File: config.mk
export PLATFORM = sky130hd
export DESIGN_NAME = psram_uart_cmd
export DESIGN_NICKNAME = d
export VERILOG_FILES = /design/src/rtl/psram_uart_cmd.sv
export SDC_FILE = /design/constraint.sdc
export NUM_CORES = 1
export LEC_CHECK = 0
export ABC_CLOCK_PERIOD_IN_PS = 2250
export CORE_UTILIZATION = 45
export DETAILED_ROUTE_END_ITERATION = 12
export PLACE_DENSITY = 0.71
export REMOVE_ABC_BUFFERS = 1
export SLEW_MARGIN = 40
export SYNTH_ARGS = -nofsm -noshare
export SYNTH_HDL_FRONTEND = slang
export SYNTH_SLANG_ARGS = --single-unit
File: constraint.sdc
create_clock -name mem_clk -period 2.25 [get_ports mem_clk]
set_input_delay 0.3375 -clock mem_clk [delete_from_list [all_inputs] [get_ports mem_clk]]
set_output_delay 0.3375 -clock mem_clk [all_outputs]
set_load 0.05 [all_outputs]
File: src/rtl/psram_uart_cmd.sv
// psram_uart_cmd
// Command sequencer between a UART byte receiver/transmitter and the PSRAM
// controller. Byte frames from the receiver are parsed into single 16-bit
// PSRAM transactions, and a response is returned to the transmitter.
//
// Frame:  'W' (0x57) A2 A1 A0 D1 D0   -> write, response 'K' (0x4B)
//         'R' (0x52) A2 A1 A0         -> read,  response rdata[15:8], rdata[7:0]
//         any other opcode byte       -> response '?' (0x3F)
//         PSRAM hang (no endcommand)  -> response 'E' (0x45), err set (sticky)
// Bit 7 of A2 is dropped, giving a 23-bit word address.
//
// Ports:
//   mem_clk, rst          clock (posedge) and synchronous active-high reset
//   rx_data, rx_valid     received byte and its one-cycle strobe
//   tx_data, tx_valid     byte to transmit, held until tx_ready accepts it
//   tx_ready              transmitter handshake
//   qpi_on                PSRAM initialised; transactions wait for it
//   endcommand            PSRAM transaction finished (level, high when idle)
//   psram_rdata           PSRAM read data
//   address, read_write   transaction address / kind (0 none, 1 write, 2 read)
//   quad_start            one-cycle transaction start pulse
//   data_in               write data
//   busy                  high whenever not idle
//   err                   sticky PSRAM timeout flag
module psram_uart_cmd #(
  parameter int DONE_TIMEOUT = 64,
  parameter int RX_TIMEOUT   = 65535
) (
  input  logic        mem_clk,
  input  logic        rst,
  input  logic [7:0]  rx_data,
  input  logic        rx_valid,
  output logic [7:0]  tx_data,
  output logic        tx_valid,
  input  logic        tx_ready,
  input  logic        qpi_on,
  input  logic        endcommand,
  input  logic [15:0] psram_rdata,
  output logic [22:0] address,
  output logic [1:0]  read_write,
  output logic        quad_start,
  output logic [15:0] data_in,
  output logic        busy,
  output logic        err
);

  localparam int RXT_W = $clog2(RX_TIMEOUT + 1);
  localparam int DNT_W = $clog2(DONE_TIMEOUT + 1);

  localparam logic [7:0] OP_W    = 8'h57;
  localparam logic [7:0] OP_R    = 8'h52;
  localparam logic [7:0] RSP_OK  = 8'h4B;
  localparam logic [7:0] RSP_BAD = 8'h3F;
  localparam logic [7:0] RSP_ERR = 8'h45;

  localparam logic [1:0] RW_NONE  = 2'd0;
  localparam logic [1:0] RW_WRITE = 2'd1;
  localparam logic [1:0] RW_READ  = 2'd2;

  typedef enum logic [2:0] {
    S_IDLE,
    S_GET_ADDR,
    S_GET_DATA,
    S_ISSUE,
    S_WAIT_LOW,
    S_WAIT_DONE,
    S_RESP
  } state_t;

  state_t             state, state_nxt;
  logic               op_rd, op_rd_nxt;
  logic [1:0]         byte_cnt, byte_cnt_nxt;
  logic [RXT_W-1:0]   rx_tmr, rx_tmr_nxt;
  logic [DNT_W-1:0]   done_tmr, done_tmr_nxt;
  logic [7:0]         rd_lo, rd_lo_nxt;
  logic               resp_more, resp_more_nxt;
  logic [22:0]        address_nxt;
  logic [1:0]         read_write_nxt;
  logic               quad_start_nxt;
  logic [15:0]        data_in_nxt;
  logic [7:0]         tx_data_nxt;
  logic               tx_valid_nxt;
  logic               err_nxt;

  assign busy = (state != S_IDLE);

  always_ff @(posedge mem_clk) begin
    if (rst) begin
      state      <= S_IDLE;
      op_rd      <= 1'b0;
      byte_cnt   <= '0;
      rx_tmr     <= '0;
      done_tmr   <= '0;
      rd_lo      <= '0;
      resp_more  <= 1'b0;
      address    <= '0;
      read_write <= RW_NONE;
      quad_start <= 1'b0;
      data_in    <= '0;
      tx_data    <= '0;
      tx_valid   <= 1'b0;
      err        <= 1'b0;
    end else begin
      state      <= state_nxt;
      op_rd      <= op_rd_nxt;
      byte_cnt   <= byte_cnt_nxt;
      rx_tmr     <= rx_tmr_nxt;
      done_tmr   <= done_tmr_nxt;
      rd_lo      <= rd_lo_nxt;
      resp_more  <= resp_more_nxt;
      address    <= address_nxt;
      read_write <= read_write_nxt;
      quad_start <= quad_start_nxt;
      data_in    <= data_in_nxt;
      tx_data    <= tx_data_nxt;
      tx_valid   <= tx_valid_nxt;
      err        <= err_nxt;
    end
  end

  always_comb begin
    state_nxt      = state;
    op_rd_nxt      = op_rd;
    byte_cnt_nxt   = byte_cnt;
    rx_tmr_nxt     = '0;
    done_tmr_nxt   = '0;
    rd_lo_nxt      = rd_lo;
    resp_more_nxt  = resp_more;
    address_nxt    = address;
    read_write_nxt = read_write;
    quad_start_nxt = 1'b0;
    data_in_nxt    = data_in;
    tx_data_nxt    = tx_data;
    tx_valid_nxt   = tx_valid;
    err_nxt        = err;

    case (state)
      S_IDLE: begin
        if (rx_valid) begin
          if (rx_data == OP_W || rx_data == OP_R) begin
            op_rd_nxt    = (rx_data == OP_R);
            byte_cnt_nxt = '0;
            state_nxt    = S_GET_ADDR;
          end else begin
            tx_data_nxt   = RSP_BAD;
            tx_valid_nxt  = 1'b1;
            resp_more_nxt = 1'b0;
            state_nxt     = S_RESP;
          end
        end
      end

      // The address shifts in MSB first; after 24 bits the unused top bit of
      // the first byte has been pushed out of the 23-bit register.
      S_GET_ADDR: begin
        rx_tmr_nxt = rx_tmr + RXT_W'(1);
        if (rx_valid) begin
          rx_tmr_nxt   = '0;
          address_nxt  = {address[14:0], rx_data};
          byte_cnt_nxt = byte_cnt + 2'd1;
          if (byte_cnt == 2'd2) begin
            byte_cnt_nxt = '0;
            if (!op_rd) begin
              state_nxt = S_GET_DATA;
            end else if (qpi_on) begin
              // Launch straight from the last byte so quad_start lands on
              // the very next cycle, together with the updated address.
              read_write_nxt = RW_READ;
              quad_start_nxt = 1'b1;
              state_nxt      = S_WAIT_LOW;
            end else begin
              state_nxt = S_ISSUE;
            end
          end
        end else if (rx_tmr >= RXT_W'(RX_TIMEOUT - 1)) begin
          state_nxt = S_IDLE;
        end
      end

      S_GET_DATA: begin
        rx_tmr_nxt = rx_tmr + RXT_W'(1);
        if (rx_valid) begin
          rx_tmr_nxt   = '0;
          data_in_nxt  = {data_in[7:0], rx_data};
          byte_cnt_nxt = byte_cnt + 2'd1;
          if (byte_cnt == 2'd1) begin
            byte_cnt_nxt = '0;
            if (qpi_on) begin
              read_write_nxt = RW_WRITE;
              quad_start_nxt = 1'b1;
              state_nxt      = S_WAIT_LOW;
            end else begin
              state_nxt = S_ISSUE;
            end
          end
        end else if (rx_tmr >= RXT_W'(RX_TIMEOUT - 1)) begin
          state_nxt = S_IDLE;
        end
      end

      S_ISSUE: begin
        if (qpi_on) begin
          read_write_nxt = op_rd ? RW_READ : RW_WRITE;
          quad_start_nxt = 1'b1;
          state_nxt      = S_WAIT_LOW;
        end
      end

      // endcommand idles high, so the transaction is only considered running
      // once it has been seen low.
      S_WAIT_LOW: begin
        done_tmr_nxt = done_tmr + DNT_W'(1);
        if (done_tmr >= DNT_W'(DONE_TIMEOUT - 1)) begin
          err_nxt        = 1'b1;
          read_write_nxt = RW_NONE;
          tx_data_nxt    = RSP_ERR;
          tx_valid_nxt   = 1'b1;
          resp_more_nxt  = 1'b0;
          state_nxt      = S_RESP;
        end else if (!endcommand) begin
          state_nxt = S_WAIT_DONE;
        end
      end

      // Completion has priority over a timeout expiring in the same cycle.
      S_WAIT_DONE: begin
        done_tmr_nxt = done_tmr + DNT_W'(1);
        if (endcommand) begin
          read_write_nxt = RW_NONE;
          tx_valid_nxt   = 1'b1;
          if (op_rd) begin
            tx_data_nxt   = psram_rdata[15:8];
            rd_lo_nxt     = psram_rdata[7:0];
            resp_more_nxt = 1'b1;
          end else begin
            tx_data_nxt   = RSP_OK;
            resp_more_nxt = 1'b0;
          end
          state_nxt = S_RESP;
        end else if (done_tmr >= DNT_W'(DONE_TIMEOUT - 1)) begin
          err_nxt        = 1'b1;
          read_write_nxt = RW_NONE;
          tx_data_nxt    = RSP_ERR;
          tx_valid_nxt   = 1'b1;
          resp_more_nxt  = 1'b0;
          state_nxt      = S_RESP;
        end
      end

      S_RESP: begin
        if (tx_valid && tx_ready) begin
          if (resp_more) begin
            tx_data_nxt   = rd_lo;
            resp_more_nxt = 1'b0;
          end else begin
            tx_valid_nxt = 1'b0;
            state_nxt    = S_IDLE;
          end
        end
      end

      default: begin
        state_nxt = S_IDLE;
      end
    endcase
  end

endmodule

==> metrics.txt <==
Antenna Nets Post-Route 0; GRT overflow 0; Crit Reg-Reg Endpoint state[1]$_SDFFE_PP0P_; P per Cell Area 931 mW/mm²; met1 Resource Use GR 29.3%; GP Congestion 0.885; commonest non-fill, non-tap cell in the layout nand2_1; ys async rst share 0%; skew final 0.0138 ns; met3 usage 4.03%; delay-heaviest family, CP compound AO/OA/AOI/OAI gates; Reg clk slew, reported paths 0.09 ns; Slew Limit Headroom 50.0%; Worst Path Arrival 2.33 ns; synth warn 0; Clock Sink Count 90; Synth area leader dfxtp_1; Avg Cell Area, Syn 8.25 µm²; core area 0.00876 mm²; final instance area 0.00527 mm²; Hold Crit Class in2reg; routed len/inst 14.4 µm; Syn Inst Count 496; Most Crowded Layer GR met2; Iter 0 DRT Violations 164; Clk Latency, worst-skew pair 0.37 ns; drt total wl 9900 µm; post-CTS sizing 0; Comb pwr share 36.5%; critical path class reg2reg; R2R Path Start state[2]$_SDFFE_PP0P_; crit end category register; post-detail-place hpwl 7130 µm; Slew Limit Fails 0; Initial Utilization 46.7%; nets@finish 611; dpl cell area 0.00506 mm²; Sw Pwr 0.00183 W; Fill cells 773; Inserted Diodes 0; critical path's largest stage delay 0.56 ns; GR Layer Usage met2 33.6%; Leakage 1.78 nW; min-delay src rst; initial antenna violation count 0; Critical Path Slowest Stage Cell dfxtp_1; htree depth 3; Worst Path Max Fanout 20; average vias per placed instance 5.43; Remaining DRCs 0; Final setup viols 0; register bit count reported by yosys 90; DR vias 3,741; Fin Hold WS 0.387 ns; Port Buffers 82; WP buf/inv 1; P&R area growth vs syn 28.8%; Slew @ Worst Pin 0.749 ns; required time worst endpoint 2.52 ns; largest net degree at the start of global routing 42; CTS root buffer clkbuf_8; hold_buf cts 0; Cells on Worst Hold Path 2; Power Internal 0.00308 W; area of the die 0.00948 mm²; share of the synthesized area in the top cell type 44.0%; num rows 34; post-synthesis cell type count 60; Tcrit/Tclk final 91.4%; first-pass GRT wire length 16,600 µm; fin util 60.2%; most frequent cells in the layout nand2_1, dfxtp_1, clkdlybuf4s50_1, a21oi_1, nor2_1; number of global-route vias before repair 3,481; share of cells above drive strength 1 10.2%; top post-synthesis cells by area dfxtp_1, nand2_1, a21oi_1, xor2_1, nor2_1; largest vdd supply drop 0.589 mV; I/O pin cnt 83; Clock Power Share 25.1%; most used flip-flop cell after synthesis dfxtp_1; FF-to-FF path depth 6; Sequential Power Share 38.5%; Worst Hold Endpoint byte_cnt[0]$_SDFFE_PP0P_; CTS Buffer Depth 2; final hold violations 0; gr usage total 21.5%; number of flops mapped to enable cells by yosys 0; Post CTS Setup Buffer Count 0; CTS tree yes; fmax 0.486 GHz; first-pass iteration count of the detailed router 4; mapped cell area 0.00409 mm²; Sw Ratio 37.3%; die height 97.4 µm; critical path launch point type register; MaxCap Viol Count 0; share of the yosys chip area belonging to registers 44.0%; total CTS buffers 9; r2r setup slk 0.19 ns; RSZ-0062 raised after global routing false; post-layout minimum cycle time 2.06 ns; chip width 97.4 µm; crit-path cells buf_4, nor4bb_4, a21oi_1, o221ai_2, a211oi_2, a32o_1; status complete, no violations
==> worst register-to-register path, stage by stage, from the launching register on <==
cell and delay, ns:
dfxtp_1 0.56, buf_4 0.29, nor4bb_4 0.33, a21oi_1 0.13, o221ai_2 0.30, a211oi_2 0.11
a32o_1 0.24
==> cell usage after synthesis (3+ instances only) <==
master,count
nand3b_1,3
o32ai_1,3
and3_1,6
dfxtp_1,90
nor3_1,8
nor2_2,8
a21oi_1,58
nor3b_1,3
nand2_1,116
a31oi_1,6
xnor2_1,7
o21ai_1,5
clkbuf_1,10
nor2_1,32
nand4_1,6
a221o_1,5
a211o_1,4
buf_2,14
mux2i_1,3
ha_1,3
buf_6,5
nand2b_1,7
inv_1,7
nand3_1,11
o21ai_0,7
xor2_1,14
a22o_1,8
o2bb2ai_1,3
==> area by class of cell <==
cell class / count / area (µm²) / share of cell area, %
Multi-Input combinational cell: 367 / 2110 / 40.0
Inverter: 9 / 33.8 / 0.641
Clock inverter: 4 / 76.3 / 1.45
Tap cell: 108 / 135 / 2.56
Sequential cell: 90 / 1800 / 34.2
Clock buffer: 10 / 138 / 2.61
Timing Repair Buffer: 101 / 981 / 18.6
==> power by group through the flow <==
| stage | registers [W] | logic, W | clock network [W] |
|---|---|---|---|
| floorplan | 0.00227 | 0.000744 | 0 |
| global placement | 0.00192 | 0.00176 | 0 |
| detailed placement | 0.00192 | 0.00178 | 0 |
| CTS | 0.00189 | 0.00179 | 0.00124 |
| global route | 0.00191 | 0.00192 | 0.00131 |
| finish | 0.00189 | 0.00179 | 0.00123 |
==> registers in the layout, indices dropped and copies added (netlist names) <==
name / flops
done_tmr: 7
state: 3
data_in: 16
rx_tmr: 16
byte_cnt: 2
tx_data: 8
err: 1
rd_lo: 8
quad_start: 1
read_write: 2
resp_more: 1
tx_valid: 1
address: 23
op_rd: 1
==> logic make-up (layout without fill, tap and decap cells) <==
logic type / Yosys count / after routing / synth area share [%]
AOI/OAI and AO/OA: 119 / 119 / 18.9
muxes: 3 / 3 / 0.734
and+or+nand+nor: 221 / 221 / 25.9
xor gates and xnor gates: 21 / 21 / 4.49
buffers and inverters: 39 / 124 / 5.01
adders and majority gates: 3 / 3 / 0.917
DFF: 90 / 90 / 44.0
==> worst max-delay path by stage <==
stage | from | end | slack, ns | depth (start not counted)
after CTS | state[2]$_SDFFE_PP0P_ | state[1]$_SDFFE_PP0P_ | 0.20 | 6
after detailed placement | rx_valid | state[1]$_SDFFE_PP0P_ | -0.05 | 6
after global routing | state[2]$_SDFFE_PP0P_ | state[1]$_SDFFE_PP0P_ | 0.05 | 6
final | state[2]$_SDFFE_PP0P_ | state[1]$_SDFFE_PP0P_ | 0.19 | 6
after global placement | rx_valid | state[1]$_SDFFE_PP0P_ | 0.08 | 6
after floorplan | state[0]$_SDFFE_PP0P_ | state[1]$_SDFFE_PP0P_ | -1.23 | 5
==> through the flow <==
stage / total power (W) / TNS, ns / instances / setup slack (ns)
final: 0.00491 / 0 / 689 / 0.193
after detailed placement: 0.00370 / -0.0534 / 675 / -0.0534
after global placement: 0.00367 / 0 / 675 / 0.0763
after global routing: 0.00514 / 0 / 689 / 0.0474
after floorplan: 0.00301 / -20.06 / 466 / -1.23
after CTS: 0.00491 / 0 / 689 / 0.202
==> routing by layer <==
metal	share of wire [%]	vias to the layer above
met2	45	106
met5	0	-
met1	49	1746
met4	1.5	0
met3	4.7	14
li1	-	1875
(Power assumes the default switching activity.)
